[src/rtl/jstk_pkg.sv]
`default_nettype none
// ============================================================================
//  Module      : jstk_pkg
//  Description : Shared types and constants for the PmodJSTK SPI master:
//                controller state encoding and transaction geometry.
//  Revision    : 1.0 - initial release
// ============================================================================
package jstk_pkg;

    localparam int NUM_BYTES = 5;                   // bytes per transaction
    localparam int BYTE_W    = 8;                   // bits per byte
    localparam int DOUT_W    = NUM_BYTES * BYTE_W;  // received word width
    localparam int BCNT_W    = $clog2(NUM_BYTES);   // byte counter width

    typedef enum logic [2:0] {
        IDLE  = 3'd0,
        INIT  = 3'd1,
        WAIT  = 3'd2,
        CHECK = 3'd3,
        DONE  = 3'd4
    } state_t;

endpackage
`default_nettype wire

[src/rtl/spi_mode0_shifter.sv]
`default_nettype none
// ============================================================================
//  Module      : spi_mode0_shifter
//  Description : One-byte SPI mode-0 shifter, MSB first. Loads a byte on
//                i_start, presents bit 7 on MOSI immediately, then produces
//                exactly 8 SCLK pulses paced by the divider enables. MISO is
//                sampled on each rising edge, MOSI advances on each falling
//                edge. o_done rises with the falling edge that ends pulse 8
//                and stays high until the next i_start.
//  Ports       : clk, rst          - system clock, sync active-high reset
//                i_rise_en/fall_en - one-cycle serial-clock edge enables
//                i_start           - load i_tx_byte and begin a byte
//                i_miso            - serial data in
//                o_sclk, o_mosi    - serial clock / data out (registered)
//                o_rx_byte         - byte received in the last transfer
//                o_done            - byte complete
//  Revision    : 1.0 - initial release
// ============================================================================
module spi_mode0_shifter
    import jstk_pkg::*;
(
    input  logic              clk,
    input  logic              rst,
    input  logic              i_rise_en,
    input  logic              i_fall_en,
    input  logic              i_start,
    input  logic [BYTE_W-1:0] i_tx_byte,
    input  logic              i_miso,
    output logic              o_sclk,
    output logic              o_mosi,
    output logic [BYTE_W-1:0] o_rx_byte,
    output logic              o_done
);

    localparam int c_CNT_W = $clog2(BYTE_W + 1);
    localparam logic [c_CNT_W-1:0] c_LAST_BIT = c_CNT_W'(BYTE_W);

    logic [BYTE_W-1:0]  r_tx_sr;    // MSB is the bit currently on MOSI
    logic [BYTE_W-1:0]  r_rx_sr;
    logic [c_CNT_W-1:0] r_bit_cnt;  // rising SCLK edges seen in this byte
    logic               r_active;
    logic               r_sclk;
    logic               r_done;

    always_ff @(posedge clk) begin
        if (rst) begin
            r_tx_sr   <= '0;
            r_rx_sr   <= '0;
            r_bit_cnt <= '0;
            r_active  <= 1'b0;
            r_sclk    <= 1'b0;
            r_done    <= 1'b0;
        end else if (i_start) begin
            // Start lands on a rising enable; SCLK is held low through it so
            // MOSI has a full half period of setup before the first rise.
            r_tx_sr   <= i_tx_byte;
            r_rx_sr   <= '0;
            r_bit_cnt <= '0;
            r_active  <= 1'b1;
            r_sclk    <= 1'b0;
            r_done    <= 1'b0;
        end else if (r_active) begin
            if (i_rise_en) begin
                r_sclk    <= 1'b1;
                r_rx_sr   <= {r_rx_sr[BYTE_W-2:0], i_miso};
                r_bit_cnt <= r_bit_cnt + 1'b1;
            end else if (i_fall_en) begin
                r_sclk <= 1'b0;
                if (r_bit_cnt == c_LAST_BIT) begin
                    // End of pulse 8: release the line, MOSI returns to 0.
                    r_active <= 1'b0;
                    r_done   <= 1'b0 | 1'b1;
                    r_tx_sr  <= '0;
                end else if (r_bit_cnt != '0) begin
                    // The fall preceding the first rise must not shift.
                    r_tx_sr <= {r_tx_sr[BYTE_W-2:0], 1'b0};
                end
            end
        end
    end

    assign o_sclk    = r_sclk;
    assign o_mosi    = r_tx_sr[BYTE_W-1];
    assign o_rx_byte = r_rx_sr;
    assign o_done    = r_done;

endmodule
`default_nettype wire

[src/rtl/jstk_spi_master.sv]
`default_nettype none
// ============================================================================
//  Module      : jstk_spi_master
//  Description : SPI mode-0 master for the PmodJSTK. Divides CLK by
//                2*HALF_DIV into a serial clock used purely as enables and
//                runs one 5-byte transaction per sndRec assertion: DIN, then
//                four 0x00 bytes. The 40 received bits appear on DOUT
//                (first byte in [39:32]) in the same cycle SS returns high.
//  Ports       : CLK, RST (sync, active high), sndRec (request level),
//                DIN (command byte), MISO / SS, SCLK, MOSI (Pmod pins),
//                DOUT (received data).
//  Options     : `define INTERBYTE_GAP_EN inserts one extra serial period
//                with SS low between consecutive bytes. DOUT is unaffected.
//  Revision    : 1.0 - initial release
// ============================================================================
module jstk_spi_master
    import jstk_pkg::*;
#(
    parameter int HALF_DIV = 750    // CLK cycles per half serial period, >= 2
)(
    input  logic              CLK,
    input  logic              RST,
    input  logic              sndRec,
    input  logic [BYTE_W-1:0] DIN,
    input  logic              MISO,
    output logic              SS,
    output logic              SCLK,
    output logic              MOSI,
    output logic [DOUT_W-1:0] DOUT
);

    localparam int                  c_DIV_W     = $clog2(HALF_DIV);
    localparam logic [c_DIV_W-1:0]  c_DIV_LAST  = c_DIV_W'(HALF_DIV - 1);
    localparam logic [BCNT_W-1:0]   c_LAST_BYTE = BCNT_W'(NUM_BYTES - 1);
    localparam int                  c_ACC_W     = DOUT_W - BYTE_W;

    // ------------------------------------------------------------------
    // Serial-clock divider
    // ------------------------------------------------------------------
    logic [c_DIV_W-1:0] r_div_cnt;
    logic               r_isclk;
    logic               w_tc;
    logic               w_rise_en;
    logic               w_fall_en;

    always_ff @(posedge CLK) begin
        if (RST) begin
            r_div_cnt <= '0;
            r_isclk   <= 1'b0;
        end else if (w_tc) begin
            r_div_cnt <= '0;
            r_isclk   <= ~r_isclk;
        end else begin
            r_div_cnt <= r_div_cnt + 1'b1;
        end
    end

    assign w_tc      = (r_div_cnt == c_DIV_LAST);
    assign w_rise_en = w_tc & ~r_isclk;
    assign w_fall_en = w_tc &  r_isclk;

    // ------------------------------------------------------------------
    // Controller
    // ------------------------------------------------------------------
    state_t              r_state;
    logic [BYTE_W-1:0]   r_tx_byte;
    logic [BCNT_W-1:0]   r_byte_cnt;
    // Only the first four bytes need storing; the fifth completes DOUT.
    logic [c_ACC_W-1:0]  r_acc;
    logic [DOUT_W-1:0]   r_dout;
    logic                r_ss;
`ifdef INTERBYTE_GAP_EN
    logic                r_gap;     // extra WAIT period still owed
`endif

    logic                w_get_byte;
    logic                w_done;
    logic [BYTE_W-1:0]   w_rx_byte;
    logic [DOUT_W-1:0]   w_acc_next;

    assign w_acc_next = {r_acc, w_rx_byte};

    always_comb begin
        w_get_byte = w_rise_en && (r_state == WAIT);
`ifdef INTERBYTE_GAP_EN
        if (r_gap) begin
            w_get_byte = 1'b0;
        end
`endif
    end

    always_ff @(posedge CLK) begin
        if (RST) begin
            r_state    <= IDLE;
            r_tx_byte  <= '0;
            r_byte_cnt <= '0;
            r_acc      <= '0;
            r_dout     <= '0;
            r_ss       <= 1'b1;
`ifdef INTERBYTE_GAP_EN
            r_gap      <= 1'b0;
`endif
        end else if (w_rise_en) begin
            case (r_state)
                IDLE: begin
                    r_ss <= 1'b1;
                    if (sndRec) begin
                        r_state <= INIT;
                    end
                end
                INIT: begin
                    // DIN is sampled here only; later changes are ignored.
                    r_ss       <= 1'b0;
                    r_tx_byte  <= DIN;
                    r_byte_cnt <= '0;
                    r_acc      <= '0;
`ifdef INTERBYTE_GAP_EN
                    r_gap      <= 1'b0;
`endif
                    r_state    <= WAIT;
                end
                WAIT: begin
`ifdef INTERBYTE_GAP_EN
                    if (r_gap) begin
                        r_gap <= 1'b0;
                    end else begin
                        r_state <= CHECK;
                    end
`else
                    r_state <= CHECK;
`endif
                end
                CHECK: begin
                    if (w_done) begin
                        r_acc <= w_acc_next[c_ACC_W-1:0];
                        if (r_byte_cnt == c_LAST_BYTE) begin
                            r_ss    <= 1'b1;
                            r_dout  <= w_acc_next;
                            r_state <= DONE;
                        end else begin
                            r_tx_byte  <= '0;
                            r_byte_cnt <= r_byte_cnt + 1'b1;
`ifdef INTERBYTE_GAP_EN
                            r_gap      <= 1'b1;
`endif
                            r_state    <= WAIT;
                        end
                    end
                end
                DONE: begin
                    // Held-high sndRec parks here so it cannot retrigger.
                    if (!sndRec) begin
                        r_state <= IDLE;
                    end
                end
                default: r_state <= IDLE;
            endcase
        end
    end

    // ------------------------------------------------------------------
    // Byte shifter
    // ------------------------------------------------------------------
    spi_mode0_shifter u_shifter (
        .clk       (CLK),
        .rst       (RST),
        .i_rise_en (w_rise_en),
        .i_fall_en (w_fall_en),
        .i_start   (w_get_byte),
        .i_tx_byte (r_tx_byte),
        .i_miso    (MISO),
        .o_sclk    (SCLK),
        .o_mosi    (MOSI),
        .o_rx_byte (w_rx_byte),
        .o_done    (w_done)
    );

    assign SS   = r_ss;
    assign DOUT = r_dout;

endmodule
`default_nettype wire

[config.mk]
export PLATFORM = sky130hd
export DESIGN_NAME = jstk_spi_master
export DESIGN_NICKNAME = d
export VERILOG_FILES = /design/src/rtl/jstk_pkg.sv /design/src/rtl/spi_mode0_shifter.sv /design/src/rtl/jstk_spi_master.sv
export SDC_FILE = /design/constraint.sdc
export NUM_CORES = 1
export LEC_CHECK = 0
export ABC_AREA = 1
export CAP_MARGIN = 20
export CORE_ASPECT_RATIO = 0.7
export CORE_MARGIN = 5
export CORE_UTILIZATION = 35
export CTS_CLUSTER_DIAMETER = 40
export DETAILED_ROUTE_END_ITERATION = 8
export PLACE_DENSITY_LB_ADDON = 0.15
export SETUP_SLACK_MARGIN = 0.3
export SLEW_MARGIN = 30
export SYNTH_ARGS = -nofsm -noshare
export SYNTH_HDL_FRONTEND = slang
export SYNTH_SLANG_ARGS = --single-unit
[constraint.sdc]
create_clock -name CLK -period 1.6 [get_ports CLK]
set_input_delay 0.24 -clock CLK [delete_from_list [all_inputs] [get_ports CLK]]
set_output_delay 0.24 -clock CLK [all_outputs]
set_load 0.005 [all_outputs]
== Word level (Yosys, flattened, before mapping) ==
Cells that the tools add are included.

* Bits in registers: 121
* Logic and storage cells: 83
* Input bits: 12

* Muxes and demuxes: 29
* Reductions and logical operators: 20
* Eq/ne operators: 13
* Add/subtract/negate cells: 3
* Bitwise operators: 4

{| class="wikitable"
|+ Operator list
! cell !! count
|-
| $mux 8 || 8
|-
| $pmux 32 s2 || 1
|-
| $mux 32 || 1
|-
| $reduce_and 4->1 || 6
|-
| $mux 3 || 6
|-
| $pmux 8 s2 || 1
|-
| $pmux 3 s5 || 1
|-
| $add 10x1->10 const B || 1
|-
| $eq 10x10->1 const B || 1
|-
| $mux 1 || 9
|-
| $ne 2x2->1 const B || 4
|-
| $reduce_bool 2->1 || 4
|-
| $eq 3x2->1 const B || 2
|-
| $eq 3x3->1 const B || 2
|-
| $pmux 3 s2 || 1
|-
| $reduce_bool 3->1 || 2
|-
| $add 4x1->4 const B || 1
|-
| $eq 4x4->1 const B || 1
|-
| $ne 2x1->1 const B || 2
|-
| $reduce_and 2->1 || 2
|-
| $reduce_bool 4->1 || 1
|-
| $reduce_or 2->1 || 2
|-
| $add 3x1->3 const B || 1
|-
| $eq 3x1->1 const B || 1
|-
| 6 further kinds || 8
|}

== Depth between registers and ports, before layout ==
* Word-level depth: 7
* Depth in mapped cells: 11
* Mapped depth without buffers: 11

== Modules after synthesis ==
A second synthesis with hierarchy kept.

* Cell total of the unflattened synthesis: 732
* Area total of the unflattened synthesis: 5307.6 um^2

{| class="wikitable"
|+ Modules (own cells, without submodules)
! module !! instances !! cells each !! area an instance (um^2)
|-
| jstk_spi_master || 1 || 577 || 4201.5
|-
| spi_mode0_shifter || 1 || 155 || 1106.1
|}

== Worst setup path before layout ==
OpenSTA, ideal clock, no wires.

* Path kind: reg-to-reg
* Start: register r_div_cnt[0]
* End: register r_dout[0] (netlist: DOUT[0])
* Setup time: 113 ps
* Arrival time: 1566 ps
* Clock period less this slack: 1680 ps
* Stages on the path, launching flop included: 10
* Data required time: 1487 ps
* Setup slack: -80 ps
* Cells stage by stage: dfxtp_1 -> ha_1 -> nand2_1 -> nor2_1 -> nand4_4 -> nor2_4 -> nand2_4 -> buf_2 -> o21ai_1 -> nor2_1

* Cells in the longest elaborated chain, start to end: 3

{| class="wikitable"
|+ Ends and longest elaborated chain
! what !! RTL line !! source
|-
| start: declaration || jstk_spi_master.sv:40 || <nowiki>logic [c_DIV_W-1:0] r_div_cnt;</nowiki>
|-
| start signal: assignment || jstk_spi_master.sv:54 || <nowiki>r_div_cnt <= r_div_cnt + 1'b1;</nowiki>
|-
| $eq 10x10->1 || jstk_spi_master.sv:58 || <nowiki>assign w_tc = (r_div_cnt == c_DIV_LAST);</nowiki>
|-
| $and 1x1->1 || jstk_spi_master.sv:59 || <nowiki>assign w_rise_en = w_tc & ~r_isclk;</nowiki>
|-
| $reduce_and 4->1 (no line) || - ||
|-
| end signal: assignment || jstk_spi_master.sv:138 || <nowiki>r_dout <= w_acc_next;</nowiki>
|-
| end: declaration || jstk_spi_master.sv:70 || <nowiki>logic [DOUT_W-1:0] r_dout;</nowiki>
|}

Every way passes these cells.
A chain may end at the register's enable or synchronous reset.

== Worst setup path after layout ==
* Start: register r_div_cnt[1]
* End: register r_acc[12]

* Cells in the longest elaborated chain, start to end: 3

{| class="wikitable"
|+ Ends and longest elaborated chain
! what !! RTL line !! source
|-
| $eq 10x10->1 || jstk_spi_master.sv:58 ||
|-
| $and 1x1->1 || jstk_spi_master.sv:59 ||
|-
| $reduce_and 3->1 (no line) || - ||
|-
| end signal: assignment || jstk_spi_master.sv:135 || <nowiki>r_acc <= w_acc_next[c_ACC_W-1:0];</nowiki>
|-
| end: declaration || jstk_spi_master.sv:69 || <nowiki>logic [c_ACC_W-1:0] r_acc;</nowiki>
|}

Every way passes these cells.

==> qor.txt <==
Crit Path Class - register to register
Gr ovfl total - 0
Final #Nets - 869
CTS Buffer Depth - 2
P_int - 5610 µW
Synth Area per Inst - 6.91 µm²
Post-synthesis cell type count - 30
Worst-skew pair later-pin latency - 0.42 ns
R2R setup slack - -0.04 ns
Peak VDD IR - 0.815 mV
Critical Path AT - 1.94 ns
Post-route cell area - 7870 µm²
Vias per cell - 4.53
Leakage power - 0.00394 µW
Unrepaired setup endpoints after global routing - true
#FFs+latches synth - 121
Routed wire length per instance - 13.3 µm
Initial Util - 35.4%
Fin crit share - 103%
Sequential area share after synthesis - 46.9%
Hold endpoint - r_tx_byte[3]
Top post-synthesis cells by area - dfxtp_1, nand2_1, inv_1, nor2_1, a21oi_1
Synthesized net count - 765
Status - finished, violations left
Fin worst setup slack - -0.0449 ns
CTS H-tree depth - 4
Max-Cap Viols - 0
# clock sinks - 121
DP Area - 6200 µm²
Port bufs - 54
Yosys Warn Count - 0
Reg2Reg Depth - 11
Die Footprint - 17300 µm²
1st-iter DRT viols - 326
CP Max Fanout - 8
RePlAce Congestion - 0.847
Comb power frac - 2.7%
Sequential power share - 42.4%
Die width - 155 µm
Hold crit path type - input pin to register
Fin. max-slew vios - 0
Root Buffer - clkbuf_16
CP required - 1.89 ns
Clock Power Share - 54.9%
Final hold slack - 0.381 ns
Remaining DRCs - 0
Sw frac - 21.4%
Core box area - 14600 µm²
Place WS - -0.136 ns
Post-DP HPWL - 8.41 mm
Initial antenna violation count - 0
Worst Max-Slew Pin Slew - 0.297 ns
Drt first pass iters - 4
# setup viols final - 39
Mapped Cells - 747
Wl on met1 - 7.15 mm
Overall Power - 7140 µW
Failing checks - setup timing
Largest net degree at the start of global routing - 51
Top-level port count - 55
Layout Skew - 0.0200 ns
Max frequency - 0.608 GHz
Vias - 4797
Hold path depth - 3
GRT Overall Usage - 15.6%
Relative slew slack - 80.2%
Final ANT Viol Nets - 0
Final wirelength - 14.1 mm
Reg clk slew, reported paths - 0.06 ns
Hold path startpoint - DIN[3]
First-pass GRT wire length - 21.9 mm
Share of layout cells above drive strength 1 - 31.4%
Layout area overhead - 52.4%
ANT cells - 0
Total CTS buffers - 17
Routed wl met2 - 5.95 mm
Post-Syn Area - 5160 µm²
Fill cells - 1338
CTS tree - done
Minimum clock period after layout - 1.64 ns
Fin. Hold Viols - 0
Die height - 112 µm
Yosys top cell by area - dfxtp_1
Met3 WL - 754 µm
Worst reg2reg path startpoint - r_div_cnt[1]
PD cells - 907 nW/µm²
Crit path capture type - register
NetSw - 1530 µW
Vias in the first global route - 4464
DR top layer - met4
Top cell type's share of synthesized area - 46.9%
Reg2reg end - r_acc[12]
# rows - 37
Startpoint Class - register
per-layer routing:
metal | global-route usage, % | vias up
li1 | - | 2497
met1 | 22.3 | 2189
met2 | 22.5 | 94
met3 | 5.01 | 17
met4 | 4.41 | 0
met5 | 0 | -
stage by stage:
stage,TNS (ns),utilization (%),cells
after floorplan,0,-,747
after global placement,-1.04,42.5,1007
after detailed placement,-2.70,42.5,1007
after CTS,-0.125,49.7,1050
after global routing,-8.20,53.9,1059
final,-0.664,53.9,1059
cell usage after synthesis:
cell type	count
clkinv_1	1
nand2_1	219
inv_2	3
nand2_2	2
buf_2	10
clkbuf_1	11
xor2_1	3
nor2_4	2
a21oi_1	65
buf_6	7
and2_1	1
dfxtp_1	121
nand4_4	1
nand2_4	1
nor3_1	4
nor3b_1	2
inv_1	115
o211ai_1	1
o21bai_1	1
or2_2	1
nand3_1	18
nor3_2	1
ha_1	6
o21ai_0	11
nor2_1	103
xnor2_1	1
o22ai_1	1
nor2_2	1
nand4_1	7
o21ai_1	27
state kept, by name, summed over array words and instances, names as in the netlist:
| name | cells |
|---|---|
| DOUT | 40 |
| SS | 1 |
| r_acc | 32 |
| r_byte_cnt | 3 |
| r_div_cnt | 10 |
| r_isclk | 1 |
| r_state | 3 |
| r_tx_byte | 8 |
| u_shifter.o_done | 1 |
| u_shifter.o_rx_byte | 8 |
| u_shifter.o_sclk | 1 |
| u_shifter.r_active | 1 |
| u_shifter.r_bit_cnt | 4 |
| u_shifter.r_tx_sr | 8 |
placed cells by master, fill, tap and decap left out, types with 2 or more instances in the layout:
| master | n |
|---|---|
| a21oi_1 | 37 |
| a21oi_2 | 28 |
| buf_12 | 8 |
| buf_16 | 2 |
| buf_4 | 31 |
| buf_6 | 11 |
| bufinv_16 | 2 |
| clkbuf_16 | 22 |
| clkbuf_8 | 5 |
| clkdlybuf4s15_1 | 2 |
| clkdlybuf4s50_1 | 11 |
| clkinv_4 | 3 |
| clkinvlp_4 | 2 |
| dfxtp_1 | 109 |
| dfxtp_2 | 11 |
| dlygate4sd2_1 | 7 |
| dlymetal6s2s_1 | 34 |
| ha_1 | 4 |
| ha_4 | 2 |
| inv_1 | 110 |
| inv_2 | 7 |
| nand2_1 | 138 |
| nand2_2 | 58 |
| nand2_4 | 26 |
| nand3_1 | 16 |
| nand3_2 | 2 |
| nand4_1 | 7 |
| nor2_1 | 85 |
| nor2_2 | 9 |
| nor2_4 | 12 |
| nor3_1 | 3 |
| o21ai_0 | 4 |
| o21ai_1 | 15 |
| o21ai_2 | 19 |
| xor2_1 | 3 |
layout make-up:
type / instances / area (µm²) / area share (%)
tap: 195 / 244 / 3.10
multi-input combinational: 480 / 2790 / 35.5
sequential: 121 / 2440 / 31.0
clock buffer: 23 / 498 / 6.33
timing repair buffer: 112 / 1330 / 16.9
inverter: 119 / 452 / 5.74
clock inverter: 9 / 113 / 1.43
what timing repair did:
| action | 4_1_cts | 5_1_grt |
|---|---|---|
| buffers inserted | 7 | 3 |
| pin swaps | 36 | 38 |
| gates cloned | 4 | 6 |
| setup endpoints to repair | 163 | 157 |
| hold buffers | 0 | 0 |
| resized for setup | 113 | 149 |
power groups by stage:
stage | logic (µW) | registers (µW) | clock network [µW]
floorplan | 82.9 | 3090 | 0
global placement | 159 | 3090 | 0
detailed placement | 163 | 3090 | 0
CTS | 184 | 3020 | 3980
global route | 211 | 3020 | 4120
finish | 192 | 3020 | 3920
logic make-up (layout without fill, tap and decap cells):
kind of cell | Yosys count | count (layout) | synth area share (%)
AO/OA/AOI/OAI | 106 | 106 | 10.4
XOR/XNOR | 4 | 4 | 0.679
adder cells (fa/ha/maj) | 6 | 6 | 1.45
buffers and inverters | 147 | 263 | 12.0
flip-flops | 121 | 121 | 46.9
AND/OR/NAND/NOR | 363 | 364 | 28.6
worst max-delay path, cell delays in order (launching register included):
cell,delay [ns]
dfxtp_2,0.32
inv_2,0.06
ha_4,0.15
inv_1,0.05
nor2_2,0.12
nand4_1,0.17
buf_6,0.20
inv_6,0.07
nand2_8,0.08
clkbuf_16,0.18
nand2_1,0.06
a21oi_1,0.06
how the worst max path moves through the flow:
stage / cells past startpoint / end / startpoint
global placement: 10 / r_byte_cnt[0] / r_div_cnt[1]
CTS: 10 / DOUT[30] / r_div_cnt[1]
floorplan: 10 / DOUT[0] / r_div_cnt[1]
global route: 10 / SS / r_div_cnt[4]
detailed placement: 10 / r_byte_cnt[0] / r_div_cnt[1]
finish: 11 / r_acc[12] / r_div_cnt[1]
(Power assumes the default switching activity.)
